<file path="config.mk">
export PLATFORM = sky130hd
export DESIGN_NAME = uart_rx_fifo_flat
export DESIGN_NICKNAME = d
export VERILOG_FILES = /design/src/rtl/nanov_periph_pkg.sv /design/src/rtl/uart_rx_fifo_if.sv /design/src/rtl/uart_rx_fifo_core.sv /design/src/rtl/uart_rx_fifo.sv /design/src/flat_wrapper.sv
export SDC_FILE = /design/constraint.sdc
export NUM_CORES = 1
export LEC_CHECK = 0
export BUFFER_PORTS_ARGS = -buffer_cell sky130_fd_sc_hd__buf_2
export CAP_MARGIN = 20
export CORE_AREA = 4 4 83 85
export CTS_BUF_LIST = sky130_fd_sc_hd__clkbuf_4
export DETAILED_ROUTE_END_ITERATION = 12
export DIE_AREA = 0 0 87 89
export HOLD_SLACK_MARGIN = 0.15
export PLACE_DENSITY = 0.73
export SETUP_SLACK_MARGIN = 0.4
export SYNTH_ARGS = -nofsm -noshare
export SYNTH_HDL_FRONTEND = slang
export SYNTH_SLANG_ARGS = --single-unit
</file>
<file path="constraint.sdc">
create_clock -name clk -period 5.1 [get_ports clk]
set_input_delay 0.255 -clock clk [delete_from_list [all_inputs] [get_ports clk]]
set_output_delay 0.255 -clock clk [all_outputs]
set_load 0.02 [all_outputs]
</file>
<file path="src/rtl/nanov_periph_pkg.sv">
// -----------------------------------------------------------------------------
// nanov_periph_pkg
//   Shared definitions for nanoV memory-mapped peripherals.
//   - cap_state_e : receive-capture FSM encoding (IDLE, ACK, WAIT)
//   - ST_*        : bit positions inside the UART status byte
//   - UART_*_ADDR : bus addresses decoded by the top-level data_in mux
//   - pack_status : assembles the UART status byte from its fields
// -----------------------------------------------------------------------------
package nanov_periph_pkg;

  typedef enum logic [1:0] {
    CAP_IDLE = 2'd0,
    CAP_ACK  = 2'd1,
    CAP_WAIT = 2'd2
  } cap_state_e;

  localparam int ST_NOT_EMPTY = 0;
  localparam int ST_FULL      = 1;
  localparam int ST_OVF       = 2;
  localparam int ST_CNT_LSB   = 4;

  localparam logic [31:0] UART_DATA_ADDR   = 32'h1000_1000;
  localparam logic [31:0] UART_STATUS_ADDR = 32'h1000_1004;

  // Bit 3 is reserved and always reads 0.
  function automatic logic [7:0] pack_status(
    input logic       not_empty,
    input logic       full,
    input logic       ovf,
    input logic [3:0] cnt
  );
    logic [7:0] s;
    s                          = 8'h00;
    s[ST_NOT_EMPTY]            = not_empty;
    s[ST_FULL]                 = full;
    s[ST_OVF]                  = ovf;
    s[ST_CNT_LSB +: 4]         = cnt;
    return s;
  endfunction

endpackage : nanov_periph_pkg

</file>
<file path="src/rtl/uart_rx_fifo_if.sv">
// -----------------------------------------------------------------------------
// uart_rx_fifo_if
//   Groups the uart_rx handshake and the CPU bus-side signals of the receive
//   FIFO.
//   uart_rx side : rx_valid, rx_data (to FIFO), rx_ack (from FIFO)
//   CPU side     : rd_en, clr_ovf (to FIFO), rd_data, status (from FIFO)
//   modport slave  : the FIFO itself
//   modport master : whoever drives uart_rx / the CPU strobes
// -----------------------------------------------------------------------------
interface uart_rx_fifo_if;

  logic       rx_valid;
  logic [7:0] rx_data;
  logic       rx_ack;
  logic       rd_en;
  logic       clr_ovf;
  logic [7:0] rd_data;
  logic [7:0] status;

  modport slave (
    input  rx_valid,
    input  rx_data,
    output rx_ack,
    input  rd_en,
    input  clr_ovf,
    output rd_data,
    output status
  );

  modport master (
    output rx_valid,
    output rx_data,
    input  rx_ack,
    output rd_en,
    output clr_ovf,
    input  rd_data,
    input  status
  );

endinterface : uart_rx_fifo_if

</file>
<file path="src/rtl/uart_rx_fifo_core.sv">
// -----------------------------------------------------------------------------
// sync_fifo_core
//   Single-clock FIFO: storage, read/write pointers and occupancy count.
//   A pop while empty is ignored. A push while full is ignored unless a valid
//   pop happens in the same cycle, in which case both take effect.
//   Ports:
//     clk, rst_n   : clock, synchronous active-low reset
//     push_i       : write wdata_i at the tail
//     pop_i        : advance the head
//     wdata_i      : data to write
//     head_o       : raw storage word at the head (meaningless when empty)
//     count_o      : occupancy, 0..DEPTH
//     full_o       : count_o == DEPTH
//     empty_o      : count_o == 0
// -----------------------------------------------------------------------------
module sync_fifo_core #(
  parameter int DEPTH = 8,
  parameter int PTR_W = 3,
  parameter int WIDTH = 8
) (
  input  logic             clk,
  input  logic             rst_n,
  input  logic             push_i,
  input  logic             pop_i,
  input  logic [WIDTH-1:0] wdata_i,
  output logic [WIDTH-1:0] head_o,
  output logic [PTR_W:0]   count_o,
  output logic             full_o,
  output logic             empty_o
);

  localparam int CNT_W = PTR_W + 1;

  logic [WIDTH-1:0] mem_q [DEPTH];
  logic [PTR_W-1:0] wr_ptr_q, wr_ptr_d;
  logic [PTR_W-1:0] rd_ptr_q, rd_ptr_d;
  logic [CNT_W-1:0] count_q,  count_d;

  logic pop_eff;
  logic push_eff;

  assign full_o  = (count_q == CNT_W'(DEPTH));
  assign empty_o = (count_q == '0);
  assign count_o = count_q;
  assign head_o  = mem_q[rd_ptr_q];

  // A pop frees the slot the simultaneous push needs, so full only blocks a
  // push when no pop accompanies it.
  assign pop_eff  = pop_i && !empty_o;
  assign push_eff = push_i && (!full_o || pop_eff);

  always_comb begin
    // NOTE: every always_comb output gets a default first, so no path can
    // leave it unassigned and infer a latch.
    wr_ptr_d = wr_ptr_q;
    rd_ptr_d = rd_ptr_q;
    count_d  = count_q;
    if (push_eff) wr_ptr_d = wr_ptr_q + PTR_W'(1);
    if (pop_eff)  rd_ptr_d = rd_ptr_q + PTR_W'(1);
    case ({push_eff, pop_eff})
      2'b10:   count_d = count_q + CNT_W'(1);
      2'b01:   count_d = count_q - CNT_W'(1);
      default: count_d = count_q;
    endcase
  end

  always_ff @(posedge clk) begin
    // NOTE: sequential state uses non-blocking assignments so every register
    // samples pre-edge values regardless of statement order.
    if (!rst_n) begin
      wr_ptr_q <= '0;
      rd_ptr_q <= '0;
      count_q  <= '0;
    end else begin
      wr_ptr_q <= wr_ptr_d;
      rd_ptr_q <= rd_ptr_d;
      count_q  <= count_d;
    end
  end

  // NOTE: storage is deliberately not reset; the count gates every read, so
  // stale contents are never observable and the array maps onto plain RAM.
  always_ff @(posedge clk) begin
    if (push_eff) mem_q[wr_ptr_q] <= wdata_i;
  end

endmodule : sync_fifo_core

</file>
<file path="src/rtl/uart_rx_fifo.sv">
// -----------------------------------------------------------------------------
// uart_rx_fifo
//   Receive-side byte buffer between uart_rx and the nanoV data bus. Each byte
//   offered by uart_rx is acknowledged exactly once and queued; bytes arriving
//   while the queue is full are acknowledged, dropped and flagged in a sticky
//   overflow bit.
//   Parameters: DEPTH (2, 4 or 8 entries), PTR_W = log2(DEPTH).
//   Ports:
//     clk   : clock, rising edge
//     rst_n : synchronous active-low reset
//     bus   : uart_rx_fifo_if.slave
//             rx_valid/rx_data in, rx_ack out  (uart_rx handshake)
//             rd_en/clr_ovf in                  (CPU pop / clear strobes)
//             rd_data out : head byte, 0x00 when empty
//             status  out : [0] not_empty [1] full [2] overflow [3] 0
//                           [7:4] count
// -----------------------------------------------------------------------------
module uart_rx_fifo
  import nanov_periph_pkg::*;
#(
  parameter int DEPTH = 8,
  parameter int PTR_W = 3
) (
  input logic              clk,
  input logic              rst_n,
  uart_rx_fifo_if.slave    bus
);

  localparam logic [1:0] S_IDLE = CAP_IDLE;
  localparam logic [1:0] S_ACK  = CAP_ACK;
  localparam logic [1:0] S_WAIT = CAP_WAIT;

  logic [1:0]     state_q, state_d;
  logic           ovf_q,   ovf_d;
  logic           rx_ack;
  logic           drop;

  logic [7:0]     head;
  logic [PTR_W:0] count;
  logic           full;
  logic           empty;

  // ---------------------------------------------------------------------------
  // Capture FSM. Acknowledging only from IDLE, then waiting for rx_valid to
  // fall, guarantees one push per byte even if uart_rx drops valid late.
  // ---------------------------------------------------------------------------
  always_comb begin
    state_d = state_q;
    rx_ack  = 1'b0;
    case (state_q)
      S_IDLE: begin
        if (bus.rx_valid) begin
          rx_ack  = 1'b1;
          state_d = S_ACK;
        end
      end
      S_ACK:  state_d = S_WAIT;
      S_WAIT: if (!bus.rx_valid) state_d = S_IDLE;
      default: state_d = S_IDLE;
    endcase
  end

  // A full FIFO is never empty, so any rd_en in that cycle is a real pop that
  // makes room; only a push without one is dropped.
  assign drop = rx_ack && full && !bus.rd_en;

  // A fresh overflow outranks a clear in the same cycle.
  always_comb begin
    ovf_d = ovf_q;
    if (drop)              ovf_d = 1'b1;
    else if (bus.clr_ovf)  ovf_d = 1'b0;
  end

  always_ff @(posedge clk) begin
    if (!rst_n) begin
      state_q <= S_IDLE;
      ovf_q   <= 1'b0;
    end else begin
      state_q <= state_d;
      ovf_q   <= ovf_d;
    end
  end

  sync_fifo_core #(
    .DEPTH (DEPTH),
    .PTR_W (PTR_W),
    .WIDTH (8)
  ) u_core (
    .clk     (clk),
    .rst_n   (rst_n),
    .push_i  (rx_ack),
    .pop_i   (bus.rd_en),
    .wdata_i (bus.rx_data),
    .head_o  (head),
    .count_o (count),
    .full_o  (full),
    .empty_o (empty)
  );

  assign bus.rx_ack  = rx_ack;
  assign bus.rd_data = empty ? 8'h00 : head;
  assign bus.status  = pack_status(!empty, full, ovf_q, 4'(count));

endmodule : uart_rx_fifo

</file>
<file path="src/flat_wrapper.sv">
// flat-port wrapper written by rule: the top's interface ports become plain ports
module uart_rx_fifo_flat import nanov_periph_pkg::*;
#(
  parameter int DEPTH = 8,
  parameter int PTR_W = 3
)
  (clk, rst_n, bus_rx_valid, bus_rx_data, bus_rx_ack, bus_rd_en, bus_clr_ovf, bus_rd_data, bus_status);
  uart_rx_fifo_if bus_i ();
  input logic clk;
  input logic rst_n;
  input wire logic [$bits(bus_i.rx_valid)-1:0] bus_rx_valid;
  input wire logic [$bits(bus_i.rx_data)-1:0] bus_rx_data;
  output wire logic [$bits(bus_i.rx_ack)-1:0] bus_rx_ack;
  input wire logic [$bits(bus_i.rd_en)-1:0] bus_rd_en;
  input wire logic [$bits(bus_i.clr_ovf)-1:0] bus_clr_ovf;
  output wire logic [$bits(bus_i.rd_data)-1:0] bus_rd_data;
  output wire logic [$bits(bus_i.status)-1:0] bus_status;
  assign bus_i.rx_valid = bus_rx_valid;
  assign bus_i.rx_data = bus_rx_data;
  assign bus_rx_ack = bus_i.rx_ack;
  assign bus_i.rd_en = bus_rd_en;
  assign bus_i.clr_ovf = bus_clr_ovf;
  assign bus_rd_data = bus_i.rd_data;
  assign bus_status = bus_i.status;
  uart_rx_fifo #(.DEPTH(DEPTH), .PTR_W(PTR_W)) u_core (.clk(clk), .rst_n(rst_n), .bus(bus_i));
endmodule
</file>
-- Word level (Yosys, flattened, before mapping)
Memory sizes are Yosys's and may differ from the RTL's. A register that Yosys moved wholly into a read port is not among the register bits.
Index checks and enable logic that the tools add are counted.
- register bits: 13
- bits in writable memories: 64
- input port bits: 13
- output and inout port bits: 17
- logic and storage cells: 43
- memories kept: 1
- $add $sub $neg: 4
- eq/ne operators: 7
- muxes and demuxes: 13
- reduce and logical (&&, ||, !) cells: 13
- memory list (memory ; words ; bits a word ; rd ports ; clocked after Yosys merged registers in ; wr ports ; RTL line ; source):
    u_core.u_core.mem_q ; 8 ; 8 ; 1 ; 1 ; 1 ; uart_rx_fifo_core.sv:34 ; logic [WIDTH-1:0] mem_q [DEPTH];
- operators by type and width (operator ; count):
    8-bit 2-to-1 mux ; 1
    4-bit one-hot mux with 2 select lines ; 1
    3-bit by 1-bit adder with 3-bit output (second input constant) ; 2
    1-bit 2-to-1 mux ; 6
    3-bit 2-to-1 mux ; 2
    2-bit one-hot mux with 3 select lines ; 1
    4-bit by 1-bit adder with 4-bit output (second input constant) ; 1
    2-bit by 1-bit equality test with 1-bit output (second input constant) ; 2
    2-bit equality test (second input constant) ; 2
    4-bit equality test (second input constant) ; 1
    1-bit logical AND ; 4
    4-bit logical NOT ; 1
    2-bit 2-to-1 mux ; 2
    2-bit != test (second input constant) ; 2
    2-bit nonzero test ; 2
    4-bit by 1-bit subtractor with 4-bit output (second input constant) ; 1
    1-bit logical NOT ; 3
    2-bit logical NOT ; 1
    2-bit AND reduction ; 1
    1-bit logical OR ; 1

-- Logic depth before layout (Yosys ltp)
- word-level depth: 7
- mapped depth: 8
- depth with buffers taken out: 7

-- Modules after synthesis
From an unflattened synthesis, not the netlist that was laid out.
- cell total of the unflattened synthesis: 200
- area, all modules: 3413.3 sq um
- by module, submodules not included (module ; instances ; cells an instance ; area each (sq um) ; sequential area each (sq um)):
    sync_fifo_core ; 1 ; 176 ; 3204.3 ; 2182.1
    uart_rx_fifo ; 1 ; 24 ; 209.0 ; 60.1

-- Worst setup path after synthesis
No wires, ideal clock.
- kind: reg2reg
- start: register u_core.u_core.count_q[0] (netlist: u_core.u_core.count_o[0])
- end: memory u_core.u_core.mem_q[0][0], enable pin
- setup time: 0.395 ns
- arrival time: 1.760 ns
- required time: 4.705 ns
- setup slack: 2.945 ns
- cell stages (with the launch flop): 5
- buffers on the path: 1
- period minus slack after synthesis: 2.155 ns
- cells stage by stage: dfxtp_1 or3_1 buf_6 o21ai_4 nor4_1
- cells in the longest elaborated chain, start to end: 7
- elaborated cells between the ends (all ways): 9
- those cells by class: 1 x eq/ne; 2 x mux; 6 x reduce/logical
- ends and longest elaborated chain (item ; RTL line ; source):
    start, declared ; uart_rx_fifo_core.sv:37 ; logic [CNT_W-1:0] count_q, count_d;
    start signal, assigned ; uart_rx_fifo_core.sv:77 ; count_q <= count_d;
    4-bit logical NOT ; uart_rx_fifo_core.sv:43 ; assign empty_o = (count_q == '0);
    1-bit logical NOT ; uart_rx_fifo_core.sv:49 ; assign pop_eff = pop_i && !empty_o;
    1-bit logical AND ; uart_rx_fifo_core.sv:49 ;
    1-bit logical OR * ; uart_rx_fifo_core.sv:50 ; assign push_eff = push_i && (!full_o || pop_eff);
    1-bit logical AND * ; uart_rx_fifo_core.sv:50 ;
    1-bit 2-to-1 mux * ; uart_rx_fifo_core.sv:84 ; if (push_eff) mem_q[wr_ptr_q] <= wdata_i;
    1-bit 2-to-1 mux (implied by the code) * ; uart_rx_fifo_core.sv:84 ;
    end, declared ; uart_rx_fifo_core.sv:34 ;
Every way passes the cells marked *; elsewhere a longest branch is shown, timed or not.

==> impl_metrics.toml <==
[outcome]
status = "complete, no violations"

[floorplan]
pin_count = 30
dieWidth_um = 87
dieHeight_um = 89
row_count = 29
coreArea_um2 = 6205
die-area_um2 = 7743
start_util_pct = 53.26

[timing]
finalHoldViolCount = 0
min_period_ps = 2372
slew_headroom_pct = 36.18
rsz0062_at_grt = "no"
period_share_pct = 46.52
setup_ws_ps = 2728
clock_skew_ps = 9.653
drv_slew = 0
tightest_slew_ps = 953.8
fin_tns_setup_ps = 0
hold_slack_ps = 234.1
fmax_ghz = 0.4215
finalSetupViolations = 0

[routing]
drt_wl_total_mm = 5.711
dr_total_vias = 1742
drt_iter0_markers = 161
routedWlPerCell_um = 17.74
drt-pass1-iter-count = 4
viasPerCell = 5.410
route.detailed.drc = 0
ant_nets = 0

[power]
power_switching_w = 0.0005491
power_density_nw_per_um2 = 430.7
swShare_pct = 34.09
vdd_drop_max_mv = 0.2684
p_int_w = 0.001062
p_seq_share_pct = 49.0
pwr-share-comb_pct = 32.3
power_frac_clock_pct = 18.7
power_leakage_nw = 1.294

[global_route]
grt_usage_pct = 16.44
gr-total-overflow = 0
first_global_vias = 1717
grt_pass1_wl_mm = 9.094
antenna_found_initial = 0
grt_start_max_net_pins = 20

[worst_hold_path]
holdPathStages = 3
hp-class = "in2reg"

[clock_network]
h-tree-depth = 3
cts_tree = "done"
cts_buffer_depth = 2
cts_buffers = 9
cts_sinks = 80
clkLatencyLatePin_ps = 400
clockRootBuffer = "clkbuf_4"
path_clk_slew_ps = 120
cts_setup_buffers = 0

[placed_design]
port_buffers = 28
placed_area_um2 = 3503
dp_slack_ps = 2752
place.gp.congestion = 0.6966
post-dp-hpwl_mm = 3.589

[synth]
synth_cell_types = 36
synthArstFlopShare_pct = 0
synth_seq_area_share_pct = 67.85
synth.avg_cell_area_um2 = 16.77
synthCells = 197
yosys_warnings = 0
syn_nets = 213
ys_ff_latch = 80
synth_edf_count = 64
synth_area_um2 = 3304
ys.flop_type = "edfxtp_1"

[finish]
synthToLayoutAreaGrowth_pct = 13.18
finalNetCount = 256
design_area_um2 = 3740
drive_above_1_share_pct = 28.57
diodes = 0

[critical_path]
start_kind = "register"
crit_path_top_delay_cell = "dfxtp_1"
cp_cell_sequence = "buf_16 -> mux4_2 -> mux2i_1 -> nor2_1 -> buf_2"
crit_family = "multiplexers"
required_ps = 4850
slowest_delay_ps = 610
crit_cells = 5
path_buf_inv = 2
worst-path-max-fanout = 12
r2r_cells = 3
cp.arrival_ps = 2120
worst_setup_path_end_kind = "output pin"
worstSetupPathType = "reg2out"

[flow_run]
drv_cap = 0
-- cell usage after synthesis, types with 3 or more instances --
master	instances	area share [%]
edfxtp_1	64	58
dfxtp_1	16	9.7
mux4_2	16	11
nor2_1	14	1.6
mux2i_1	12	3.6
and2_1	8	1.5
nand2_1	8	0.91
nand2b_1	6	1.1
nor3_1	5	0.76
buf_4	4	0.91
xnor2_1	4	1.1
a21boi_0	3	0.68
clkbuf_1	3	0.34
ha_1	3	1.1
nand3_1	3	0.45
nor2b_1	3	0.57
-- worst reg2reg max path, cell delays in order, from the launching register on --
cell,delay [ps]
dfxtp_1,500
or3_1,410
o211ai_1,240
nor2_1,780
-- cells by family after synthesis --
kind of cell	share of synthesized area, %
flip-flops	67.85
AND/OR/NAND/NOR	8.747
multiplexers	14.88
buffers and inverters	2.651
AO/OA/AOI/OAI	3.294
XOR/XNOR	1.325
adder cells (fa/ha/maj)	1.136
other	0.1135
-- flip-flops by register name, summed over array words and instances (netlist names), named ones only --
| signal | cells |
|---|---|
| u_core.u_core.rd_ptr_q | 3 |
| u_core.u_core.count_o | 4 |
| u_core.state_q | 2 |
| u_core.u_core.mem_q | 64 |
| u_core.u_core.wr_ptr_q | 3 |
| u_core.ovf_q | 1 |
-- worst paths after layout --
check	start	to	slack [ps]
worst max register to register	u_core.u_core.count_o[1]	u_core.u_core.mem_q[7][6]	2800
worst min-delay path	rst_n	u_core.u_core.count_o[1]	230
worst min register to register	u_core.state_q[0]	u_core.state_q[1]	510
worst max-delay path	register	bus_rd_data[5]	2730
-- what timing repair did --
action,CTS,global route
hold buffers,10,0
resized for setup,0,0
hold endpoints to repair,66,0
-- power by group through the flow --
stage	registers, W	logic (W)	clock network [W]
3_5_place_dp	0.000823	0.000484	0
6_report	0.000789	0.000521	0.000301
4_1_cts	0.000808	0.000491	0.000306
5_1_grt	0.000797	0.000568	0.000341
3_3_place_gp	0.000820	0.000479	0
2_1_floorplan	0.000789	0.000409	0
-- area by class of cell --
class                   instances  area, um^2
clock inverters                 6       26.28
fillers                       468        2465
multi-input cells             103       980.9
clock buffers                  10       75.07
repair buffers                 45       312.8
inverters                       1       6.256
flip-flops and latches         80        2242
well taps                      77       96.34
-- per-stage QoR --
stage,std cells,power [W],utilization (%)
floorplan,197,0.001198,-
global placement,294,0.001299,56.46
detailed placement,294,0.001306,56.46
CTS,320,0.001604,59.71
global route,322,0.001706,60.27
finish,322,0.001611,60.27
-- per-layer routing --
| metal | GRT usage, % | wire length [um] | vias up |
|---|---|---|---|
| li1 | - | - | 834 |
| met1 | 22.12 | 2547 | 858 |
| met2 | 25.74 | 2796 | 42 |
| met3 | 3.963 | 276 | 8 |
| met4 | 7.224 | 90 | 0 |
| met5 | 0 | 0 | - |
-- cell usage in the layout (no fill, tap or decap), types with 6 or more instances in the layout --
master         count
edfxtp_1          64
buf_2             28
mux4_2            16
dfxtp_1           16
nor2_1            14
mux2i_1           12
clkbuf_4          10
dlygate4sd3_1     10
and2_1             8
nand2_1            8
nand2b_1           6
buf_4              6
No activity file was read; power rests on OpenSTA's default activity.
